**src/rtl/mult_mac_accum.sv**
```systemverilog
// mult_mac_accum: accumulates up to N_TERMS 16-bit products into one sum per group and hands it out on valid/ready.
// Optional saturation and overflow flag: define MULT_MAC_SAT_EN.
module mult_mac_accum #(
   parameter int N_TERMS = 8,
   parameter int ACC_W   = 19,
   parameter int CNT_W   = 4
) (
   input  logic             clk,
   input  logic             rst,
   input  logic             in_valid,
   output logic             in_ready,
   input  logic [15:0]      in_p,
   input  logic             in_last,
   output logic             out_valid,
   input  logic             out_ready,
   output logic [ACC_W-1:0] out_sum,
   output logic [CNT_W-1:0] out_cnt,
   output logic             out_ovf
);
   typedef enum logic {ACC, DONE} state_t;
   state_t           r_state;
   logic [ACC_W-1:0] r_acc;
   logic [ACC_W-1:0] r_sum;
   logic [CNT_W-1:0] r_cnt;
   logic [CNT_W-1:0] r_out_cnt;
   logic             w_accept;
   logic             w_close;
   logic [ACC_W-1:0] w_next;

   assign in_ready  = r_state == ACC;
   assign out_valid = r_state == DONE;
   assign out_sum   = r_sum;
   assign out_cnt   = r_out_cnt;
   assign w_accept  = in_valid & in_ready;
   assign w_close   = in_last | (r_cnt == CNT_W'(N_TERMS - 1));

`ifdef MULT_MAC_SAT_EN
   logic [ACC_W:0] w_raw;
   logic           w_carry;
   logic           r_grp_ovf;
   logic           r_ovf;

   assign w_raw   = {1'b0, r_acc} + (ACC_W + 1)'(in_p);
   assign w_carry = w_raw[ACC_W];
   // once clamped at all-ones, any further non-zero term carries again, so the clamp holds for the group
   assign w_next  = w_carry ? '1 : w_raw[ACC_W-1:0];
   assign out_ovf = r_ovf;

   // sticky per-group overflow, published with the sum and cleared for the next group
   always_ff @(posedge clk) begin
      if (rst) begin
         r_grp_ovf <= 1'b0;
         r_ovf     <= 1'b0;
      end else if (w_accept) begin
         if (w_close) begin
            r_ovf     <= r_grp_ovf | w_carry;
            r_grp_ovf <= 1'b0;
         end else begin
            r_grp_ovf <= r_grp_ovf | w_carry;
         end
      end
   end
`else
   assign w_next  = r_acc + ACC_W'(in_p);
   assign out_ovf = 1'b0;
`endif

   // group accumulation and result hand-off; the accumulator restarts at 0 for each group
   always_ff @(posedge clk) begin
      if (rst) begin
         r_state   <= ACC;
         r_acc     <= '0;
         r_cnt     <= '0;
         r_sum     <= '0;
         r_out_cnt <= '0;
      end else if (r_state == ACC) begin
         if (w_accept) begin
            if (w_close) begin
               r_sum     <= w_next;
               r_out_cnt <= r_cnt + CNT_W'(1);
               r_acc     <= '0;
               r_cnt     <= '0;
               r_state   <= DONE;
            end else begin
               r_acc <= w_next;
               r_cnt <= r_cnt + CNT_W'(1);
            end
         end
      end else if (out_ready) begin
         r_state <= ACC;
      end
   end
endmodule

```
**config.mk**
```make
export PLATFORM = sky130hd
export DESIGN_NAME = mult_mac_accum
export DESIGN_NICKNAME = d
export VERILOG_FILES = /design/src/rtl/mult_mac_accum.sv
export SDC_FILE = /design/constraint.sdc
export NUM_CORES = 1
export LEC_CHECK = 0
export CORE_UTILIZATION = 55
export DETAILED_ROUTE_END_ITERATION = 8
export MAX_ROUTING_LAYER = met4
export PLACE_DENSITY_LB_ADDON = 0.12
export SYNTH_ARGS = -nofsm -noshare
export SYNTH_HDL_FRONTEND = slang
export SYNTH_SLANG_ARGS = --single-unit
```
**constraint.sdc**
```tcl
create_clock -name clk -period 3.8 [get_ports clk]
set_clock_uncertainty 0.05 [all_clocks]
set_input_delay 0.38 -clock clk [delete_from_list [all_inputs] [get_ports clk]]
set_output_delay 0.38 -clock clk [all_outputs]
set_load 0.05 [all_outputs]
```
Word level (Yosys, flattened, before mapping). Cells that the tools add are included.

Flip-flop bits (word level): 47. Latch bits: 0. RAM bits: 0. ROM bits: 0. Input port bits: 21. Output and inout bits: 26. Word-level logic and storage cells: 19. Memories kept: 0.

$add $sub $neg: 2. Multipliers: 0. Divide/modulo/power cells: 0. Magnitude comparators: 0. Eq/ne operators: 1. Shift-type cells: 0. Mux-type cells: 6. Bitwise operators: 3. Reduce and logical (&&, ||, !) cells: 2.

Operators with widths (count): $add 19x16->19 (1); $mux 19 (1); $add 4x1->4 const B (1); $eq 4x3->1 const B (1); $mux 1 (4); $mux 4 (1); $reduce_and 3->1 (1); $reduce_and 2->1 (1); $and 1x1->1 (1); $not 1->1 (1); $or 1x1->1 (1).

Logic depth before layout (Yosys ltp). Gate-level depths: netlist (run 1).

Word-level depth: 5. Mapped depth: 10. Gate-level depth less buffers: 9.

Worst setup path before layout (run 1). OpenSTA, ideal clock, no wires.

Path type: input -> register. Start point: input in_p[0]. End point: register r_acc[16]. Setup time: 0.122 ns. Arrival time: 2.077 ns. Data required time: 3.628 ns. Slack: 1.551 ns. Stages on the path: 9. Path buffers: 0. Cell sequence: ha_1 > inv_1 > fa_1 > nand2b_1 > a21o_2 > a21oi_1 > o2111a_1 > nor4_1 > a311o_1.

Longest elaborated chain between the ends: 2.

Ends and longest elaborated chain: start: declaration (RTL line 12) `input logic [15:0] in_p,`; $add 19x16->19 (RTL line 64) `assign w_next = r_acc + ACC_W'(in_p);`; $mux 19 (RTL line 78) `if (w_close) begin`; end signal: assignment (RTL line 85) `r_acc <= w_next;`; end: declaration (RTL line 22) `logic [ACC_W-1:0] r_acc;`.

No other way between the ends. A chain may end at the register's enable or synchronous reset.

Worst setup path after layout (run 1).
Start point: input in_p[0]. End point: register r_sum[12], in the netlist out_sum[12].

Longest elaborated chain between the ends: 1.

Ends and longest elaborated chain: $add 19x16->19 (RTL line 64); end signal: assignment (RTL line 79) `r_sum <= w_next;`; end: declaration (RTL line 23) `logic [ACC_W-1:0] r_sum;`.

No other way between the ends.

==> impl_metrics.json, run 1 <==
{
  "status": "complete, no violations",
  "synth-edff-count": 0,
  "grt_usage": 0.275,
  "worst-setup-path-type": "input port to register",
  "synth_top_area_share": 0.330,
  "synthTopCellsByCount": "47 x dfxtp_1, 34 x nand2_1, 34 x nor2_1, 31 x a21oi_1, 19 x nand3_1",
  "synth_cell_types": 53,
  "slowest_delay_ns": 0.46,
  "wl_met3_um": 408,
  "clock_path_buffers": 2,
  "htree_levels": 2,
  "cts_tree": "built",
  "post_drt_via_cell_ratio": 5.97,
  "hold_viol": 0,
  "crit_buf_inv": 2,
  "yosysTopAreaCell": "dfxtp_1",
  "required_ns": 3.94,
  "crit_arrival_ns": 2.76,
  "netlist_top_cells_area": "dfxtp_1 33%, ha_1 7.4%, a21oi_1 5.4%",
  "grt_start_max_net_pins": 43,
  "port_buffers": 45,
  "highest_layer": "met4",
  "syn_to_final_growth_pct": 21.1,
  "async_flop_share": 0,
  "hp-class": "register to register",
  "wl_um": 7030,
  "routedWlPerCell_um": 15.0,
  "critPathMaxFanout": 6,
  "fin_cells": 469,
  "syn_area_per_cell_um2": 7.93,
  "setup_viol": 0,
  "initial_core_util": 0.589,
  "postCtsHoldBufs": 0,
  "gp_congestion": 0.887,
  "wl_met1_um": 3280,
  "clock_latency_ns": 0.30,
  "synthCells": 360,
  "fmax_ghz": 0.382,
  "first_pass_iters": 4,
  "holdWs_ns": 0.406,
  "syn_area_um2": 2860,
  "core_um2": 4850,
  "via_count": 2799,
  "tns_ns": 0,
  "yosysSeqAreaShare": 0.330,
  "placedCellCount": 461,
  "synth_warnings": 0,
  "met2WireLength_um": 3270,
  "antenna_found_initial": 0,
  "boundaryPins": 47,
  "grt-ovfl-total": 0,
  "grt_pass1_wl_um": 11200,
  "drive_above_1_share": 0.0647,
  "ys_ff_latch": 47,
  "clock-sinks": 47,
  "yosys_most_used_dff": "dfxtp_1",
  "chipHeight_um": 74.1,
  "postCtsSetupBuffers": 0,
  "crit_chain": "clkdlybuf4s50_1 > ha_1 > inv_1 > fa_1 > nand2b_1 > a21o_2 > a211oi_1 > or2_1 > a311o_1 > o211ai_1",
  "clkSlewWorstSetupHoldPaths_ns": 0.09,
  "synth.most_common_cell": "dfxtp_1",
  "maxSlewHeadroom": 0.557,
  "rsz0062_at_grt": "no",
  "root_buffer": "clkbuf_8",
  "fin_crit_sh": 0.689,
  "synth.net_count": 399,
  "start_kind": "input port",
  "cp-end-kind": "register",
  "cpLargestDelayFamily": "compound AO/OA/AOI/OAI gates",
  "layout_min_cycle_time_ns": 2.62,
  "die_area_um2": 5480,
  "fp-row-count": 25,
  "ir_drop_v": 0.000329,
  "cap_viol_max_count": 0,
  "tightest_slew_ns": 0.664,
  "grt_pass1_vias": 2436,
  "cts_resized": 0,
  "p_per_area_nw_per_um2": 333,
  "slew_violations": 0,
  "antennaDiodeCount": 0,
  "drt-initial-drc-count": 208,
  "numCtsBuffers": 5,
  "die_w_um": 74.1,
  "drc_errors": 0,
  "power.leakage_nw": 1.31,
  "utilization": 0.713,
  "total_power_mw": 1.15,
  "crit_slowest_cell": "clkdlybuf4s50_1",
  "dp_hpwl_um": 4960,
  "postRouteAntennaNets": 0,
  "layout.nets": 440
}
## logic make-up (layout without fill, tap and decap cells)
| kind of cell | count (synthesis) | after routing | share of synthesized area |
|---|---|---|---|
| XOR/XNOR | 6 | 6 | 0.0184 |
| flip-flops | 47 | 47 | 0.330 |
| AND/OR/NAND/NOR | 155 | 155 | 0.279 |
| adder cells (fa/ha/maj) | 18 | 18 | 0.0815 |
| AO/OA/AOI/OAI | 103 | 103 | 0.249 |
| buffers and inverters | 30 | 72 | 0.0412 |
| other | 1 | 1 | 0.00131 |
## cell usage in the layout (no fill, tap or decap), drive strengths merged, types with 5 or more instances in the layout
| cell type | Yosys | routed |
|---|---|---|
| a21o | 10 | 10 |
| a21oi | 33 | 33 |
| a22oi | 5 | 5 |
| and2 | 5 | 5 |
| buf | 3 | 10 |
| clkbuf | 17 | 6 |
| clkdlybuf4s50 | 0 | 44 |
| dfxtp | 47 | 47 |
| ha | 17 | 17 |
| inv | 10 | 10 |
| nand2 | 34 | 34 |
| nand2b | 8 | 8 |
| nand3 | 19 | 19 |
| nand3b | 13 | 13 |
| nor2 | 34 | 34 |
| nor2b | 6 | 6 |
| nor3 | 8 | 8 |
| o211ai | 9 | 9 |
| o21ai | 13 | 13 |
| or2 | 6 | 6 |
| or4 | 5 | 5 |
| xnor2 | 6 | 6 |
## routing by layer
metal / vias up / global-route usage
li1: 1400 / -
met1: 1300 / 0.364
met2: 92 / 0.430
met3: 7 / 0.0434
met4: 0 / 0.0833
met5: - / -
## report_power, final
part / switching (mW) / internal [mW] / leakage [nW]
Combinational: 0.195 / 0.119 / 0.890
Clock: 0.175 / 0.129 / 0.0412
Sequential: 0.0141 / 0.518 / 0.383
## final cells by class
cell class                 count  area (µm²)
clock buffer                   6        72.6
clock inverter                 2        12.5
tap                           67        83.8
fill                         389        1390
sequential                    47         941
inverter                      10        37.5
timing repair buffer          54         513
multi-input combinational    283        1800
## worst paths after layout
kind	startpoint	endpoint	slack, ns	depth (start not counted)
setup reg to reg	r_acc[0]	out_sum[12]	1.36	9
hold reg to reg	out_sum[2]	out_sum[2]	0.41	2
setup / recovery	in_p[0]	out_sum[12]	1.18	10
hold / removal	out_sum[2]	out_sum[2]	0.41	2
## worst reg2reg max path, delay by kind of cell (launching register included)
kind / cells / cell delay [ns]
adders and majority gates: 2 / 0.57
DFF: 1 / 0.35
AOI/OAI and AO/OA: 4 / 0.83
buffers and inverters: 1 / 0.05
and+or+nand+nor: 2 / 0.47
## flip-flops by register name (all words and copies together), names as in the netlist
name / count
out_sum: 19
r_acc: 19
out_cnt: 4
r_cnt: 4
out_valid: 1
## per-stage QoR
stage | instance area, µm² | setup WS [ns]
global placement | 3370 | 0.957
CTS | 3460 | 1.22
detailed placement | 3370 | 0.912
finish | 3460 | 1.18
global route | 3460 | 0.983
floorplan | 2860 | 1.55
Note: power is estimated with default switching activity, not from simulation.
==> run 2, diff against run 1 <==
--- a/config.mk
+++ b/config.mk
@@ -5,7 +5,7 @@
 export SDC_FILE = /design/constraint.sdc
 export NUM_CORES = 1
 export LEC_CHECK = 0
-export CORE_UTILIZATION = 55
+export CORE_UTILIZATION = 48
 export DETAILED_ROUTE_END_ITERATION = 8
 export MAX_ROUTING_LAYER = met4
 export PLACE_DENSITY_LB_ADDON = 0.12
==> constraint.sdc (replaced) <==
create_clock -name clk -period 2.3 [get_ports clk]
set_clock_uncertainty 0.05 [all_clocks]
set_input_delay 0.23 -clock clk [delete_from_list [all_inputs] [get_ports clk]]
set_output_delay 0.23 -clock clk [all_outputs]
set_load 0.05 [all_outputs]
==> run 2 against run 1 <==
Against the previous run:
- critical path depth decreased by 1
- core utilization decreased by 2.7 points
- via count increased by 4.6%
- non-clock buffer count increased by 40
- wire length increased by 7.6%
- hold slack got worse by 0.073 ns
- sequential share of layout area decreased by 2.7 points
- critical endpoint is now out_sum[18]
- largest cell class unchanged
==> impl_metrics.json, run 2 (synthesized netlist as in run 1, its figures left out) <==
{
  "status": "complete, no violations",
  "numCtsBuffers": 5,
  "grt_start_max_net_pins": 55,
  "grt_usage": 0.262,
  "fin_area_um2": 3850,
  "syn_to_final_growth_pct": 34.7,
  "worst-setup-path-type": "input port to register",
  "r2r-start": "r_acc[0]",
  "slew_violations": 0,
  "fin_cells": 514,
  "slowest_delay_ns": 0.51,
  "reg2reg_slack_ns": 0.08,
  "drc_errors": 0,
  "layout.nets": 480,
  "dpl_cell_area_um2": 3660,
  "power.leakage_nw": 1.53,
  "cp-end-kind": "register",
  "layout_min_cycle_time_ns": 2.22,
  "drive_above_1_share": 0.181,
  "chipHeight_um": 79.1,
  "grt_pass1_vias": 2748,
  "placedCellCount": 504,
  "setup_viol": 0,
  "switching_power_uw": 667,
  "utilization": 0.686,
  "antennaDiodeCount": 0,
  "initial_core_util": 0.509,
  "clkSlewWorstSetupHoldPaths_ns": 0.09,
  "clock-sinks": 47,
  "ir_drop_v": 0.000333,
  "final_cell_mix": "49 x buf_4, 46 x dfxtp_1, 43 x clkdlybuf4s50_1, 34 x nand2_1, 34 x nor2_1",
  "hold_end": "out_sum[0]",
  "fin_crit_sh": 0.967,
  "tightest_slew_ns": 0.851,
  "port_buffers": 45,
  "cap_viol_max_count": 0,
  "p_seq_frac": 0.435,
  "hold_viol": 0,
  "total_power_mw": 2.03,
  "grt-ovfl-total": 0,
  "min_path_cells": 4,
  "die_w_um": 79.1,
  "wl_um": 7560,
  "root_buffer": "clkbuf_8",
  "required_ns": 2.51,
  "p_per_area_nw_per_um2": 527,
  "fmax_ghz": 0.450,
  "first_pass_iters": 5,
  "post_drt_via_cell_ratio": 5.70,
  "routedWlPerCell_um": 14.7,
  "maxSlewHeadroom": 0.432,
  "htree_levels": 2,
  "critPathMaxFanout": 5,
  "layout_commonest_cell": "buf_4",
  "crit_chain": "clkdlybuf4s50_1 > ha_2 > o211ai_1 > a21o_4 > a21oi_4 > o2111a_2 > buf_4 > or4_1 > nand3_1",
  "grt_pass1_wl_um": 12600,
  "gp_congestion": 0.905,
  "hp-class": "input port to register",
  "r2r_end": "r_acc[16]",
  "internal_power_mw": 1.36,
  "clock_path_buffers": 2,
  "clkPwrFrac": 0.270,
  "hold_start": "in_p[0]",
  "crit_arrival_ns": 2.43,
  "r2r_cells": 9,
  "drt-initial-drc-count": 179,
  "core_um2": 5610,
  "fp-row-count": 27,
  "antenna_found_initial": 0,
  "die_area_um2": 6260,
  "dp_hpwl_um": 5520,
  "postRouteAntennaNets": 0,
  "combPwrFrac": 0.295,
  "crit_slowest_cell": "or4_1",
  "cts_tree": "built",
  "clock_latency_ns": 0.31,
  "via_count": 2928,
  "start_kind": "input port",
  "boundaryPins": 47,
  "p_sw_frac": 0.329
}
[run 2: changes by cell type in the layout (fill, tap and decap cells not counted), sizes merged]
| cell | change |
|---|---|
| clkdlybuf4s50 | -1 |
| buf | +40 |
| dlymetal6s2s | +1 |
[run 2: how the worst max path moves through the flow]
stage,from,endpoint,slack (ns),depth (start not counted)
after floorplan,r_acc[0],r_acc[16],0.12,9
after global placement,in_p[0],out_sum[12],-0.39,10
after detailed placement,in_p[0],r_acc[12],-0.41,10
after CTS,in_p[0],out_sum[18],0.02,11
after global routing,in_p[2],out_sum[15],-0.004,9
final,in_p[3],out_sum[18],0.08,9
[run 2: power by group through the flow]
stage	sequential (mW)	clock, mW	combinational, mW
2_1_floorplan	0.982	0	0.268
3_3_place_gp	0.898	0	0.572
3_5_place_dp	0.899	0	0.577
4_1_cts	0.881	0.557	0.583
5_1_grt	0.887	0.592	0.648
6_report	0.881	0.547	0.597
[run 2: worst max-delay path, delay by kind of cell]
family,cells,cell delay (ns)
and+or+nand+nor,2,0.59
adders and majority gates,1,0.30
AOI/OAI and AO/OA,4,0.72
buffers and inverters,2,0.60
[run 2: stage by stage]
step / TNS [ns] / setup slack (ns) / hold WS [ns]
finish: 0 / 0.0760 / 0.332
global route: -0.00425 / -0.00425 / 0.374
CTS: 0 / 0.0165 / 0.416
detailed placement: -5.97 / -0.412 / 0.400
global placement: -5.14 / -0.389 / 0.393
floorplan: 0 / 0.115 / 0.362
[run 2: what timing repair did]
item                       in CTS  in global routing
buffers inserted                0                  2
hold buffers                    0                  0
pin swaps                       2                  8
gates resized for setup         4                 15
setup endpoints to repair       8                 14
[run 2: final cells by class]
type | instances | area (µm²)
Timing Repair Buffer | 94 | 816
Sequential cell | 47 | 942
Tap cell | 72 | 90.1
Inverter | 10 | 37.5
Clock buffer | 6 | 82.6
Clock inverter | 2 | 16.3
Fill cell | 482 | 1760
Multi-Input combinational cell | 283 | 1860
[run 2: per-layer routing]
layer / up-vias / wire length [µm] / share of wire / track usage
li1: 1478 / - / - / -
met1: 1357 / 3530 / 0.47 / 0.337
met2: 84 / 3580 / 0.47 / 0.422
met3: 9 / 350 / 0.046 / 0.0402
met4: 0 / 91 / 0.012 / 0.0818
met5: - / 0 / 0 / -
==> run 3, diff against run 2 <==
--- a/config.mk
+++ b/config.mk
@@ -5,6 +5,7 @@
 export SDC_FILE = /design/constraint.sdc
 export NUM_CORES = 1
 export LEC_CHECK = 0
+export CORE_ASPECT_RATIO = 1.4
 export CORE_UTILIZATION = 48
 export DETAILED_ROUTE_END_ITERATION = 8
 export MAX_ROUTING_LAYER = met4
==> run 3 against run 2 <==
Against the previous run:
- first-iteration DRC count decreased by 31%
- cell area is 0.59% higher
- wire length rose by 3.5%
- sequential cell count unchanged
- core utilization increased by 0.43 points
- sequential share of layout area down 0.17 points
- critical path type unchanged
- largest cell class unchanged
- highest routed layer unchanged
==> impl_metrics.json, run 3 (synthesized netlist as in run 1, its figures left out) <==
{
  "drc_errors": 0,
  "hp-class": "input port to register",
  "grt-ovfl-total": 0,
  "antenna_found_initial": 0,
  "fin_crit_sh": 0.978,
  "chipHeight_um": 93.3,
  "crit_arrival_ns": 2.42,
  "p_seq_frac": 0.438,
  "postCtsHoldBufs": 0,
  "antennaDiodeCount": 0,
  "routedWlPerCell_um": 15.3,
  "grt_use_met2": 0.467,
  "port_buffers": 45,
  "required_ns": 2.48,
  "gr-usage-met3": 0.0378,
  "r2r_cells": 10,
  "combPwrFrac": 0.304,
  "rsz0062_at_grt": "yes",
  "drt-initial-drc-count": 124,
  "grt_usage": 0.270,
  "postRouteAntennaNets": 0,
  "wl_um": 7830,
  "cts_tree": "built",
  "htree_levels": 2,
  "fmax_ghz": 0.445,
  "maxSlewHeadroom": 0.549,
  "min_path_cells": 2,
  "clock_path_buffers": 2,
  "clock_latency_ns": 0.30,
  "grt.busiest_layer": "met2",
  "clock-sinks": 47,
  "dp_hpwl_um": 5720,
  "cap_viol_max_count": 0,
  "total_power_mw": 2.01,
  "grt_start_max_net_pins": 41,
  "power.leakage_nw": 1.52,
  "clkSlewWorstSetupHoldPaths_ns": 0.10,
  "start_kind": "input port",
  "hold_viol": 0,
  "root_buffer": "clkbuf_8",
  "critPathMaxFanout": 6,
  "die_w_um": 67.2,
  "first_pass_iters": 4,
  "final_cell_mix": "49 x buf_4, 47 x dfxtp_1, 44 x clkdlybuf4s50_1, 34 x nand2_1, 33 x nor2_1",
  "via_count": 2975,
  "worst-setup-path-type": "input port to register",
  "die_area_um2": 6270,
  "core_um2": 5610,
  "post_drt_via_cell_ratio": 5.82,
  "numCtsBuffers": 5,
  "tightest_slew_ns": 0.677,
  "p_sw_frac": 0.339,
  "fp-row-count": 32,
  "fin_area_um2": 3870,
  "gp_congestion": 0.900,
  "use_met1": 0.307,
  "layout_min_cycle_time_ns": 2.25,
  "internal_power_mw": 1.33,
  "clkPwrFrac": 0.258,
  "cp-end-kind": "register",
  "setup_viol": 0,
  "layout_commonest_cell": "buf_4",
  "grt_pass1_vias": 2830,
  "grt_pass1_wl_um": 12800,
  "holdWs_ns": 0.398,
  "ir_drop_v": 0.000345,
  "boundaryPins": 47,
  "syn_to_final_growth_pct": 35.5,
  "dpl_cell_area_um2": 3690,
  "fillers": 477,
  "switching_power_uw": 682,
  "p_per_area_nw_per_um2": 521,
  "drive_above_1_share": 0.185,
  "slew_violations": 0,
  "initial_core_util": 0.509,
  "status": "complete, no violations",
  "layout.nets": 481
}
run 3: metrics by stage:
stage / util / std cells / setup TNS (ns) / setup WS (ns)
after floorplan: - / 360 / 0 / 0.115
after global placement: 0.658 / 502 / -5.23 / -0.361
after detailed placement: 0.658 / 502 / -6.37 / -0.432
after CTS: 0.676 / 510 / 0 / 0.0183
after global routing: 0.690 / 511 / -0.0527 / -0.0173
final: 0.690 / 511 / 0 / 0.0514
run 3: power by group through the flow:
stage | Combinational [mW] | Sequential [mW] | Clock, mW
after global routing | 0.658 | 0.887 | 0.557
after detailed placement | 0.585 | 0.901 | 0
after CTS | 0.592 | 0.882 | 0.524
final | 0.613 | 0.882 | 0.519
after global placement | 0.577 | 0.898 | 0
after floorplan | 0.268 | 0.982 | 0
run 3: timing repair:
item,4_1_cts,5_1_grt
setup buffers,0,1
endpoints found under the setup margin,10,15
resized for setup,4,18
hold endpoints to repair,0,0
pin swaps,1,7
run 3: metal layers:
metal  wire length (µm)  part of all wire  vias up
met1               3300              0.42     1421
met2               4090              0.52       58
met5                  0                 0        -
li1                   -                 -     1481
met4                165             0.021        0
met3                267             0.034       15
run 3: final timing paths:
| kind | from | end | slack (ns) |
|---|---|---|---|
| worst min register to register | out_sum[6] | out_sum[6] | 0.41 |
| worst max-delay path | in_p[8] | r_acc[12] | 0.05 |
| worst max register to register | r_acc[0] | out_sum[18] | 0.08 |
| worst min-delay path | rst | r_acc[10] | 0.40 |
run 3: cell type report:
cell class | instances | area, µm² | area share
Tap cell | 68 | 85.1 | 0.0220
Multi-Input combinational cell | 283 | 1880 | 0.487
Inverter | 10 | 37.5 | 0.00970
Timing Repair Buffer | 95 | 833 | 0.215
Sequential cell | 47 | 941 | 0.243
Clock buffer | 5 | 68.8 | 0.0178
Clock inverter | 3 | 20.0 | 0.00517
run 3: worst max-delay path, cell delays in order:
cell	delay, ns
clkdlybuf4s50_1	0.43
ha_1	0.32
buf_4	0.16
buf_4	0.14
o21ai_0	0.33
a211oi_4	0.08
or2_4	0.27
a311o_1	0.36
o211ai_1	0.10
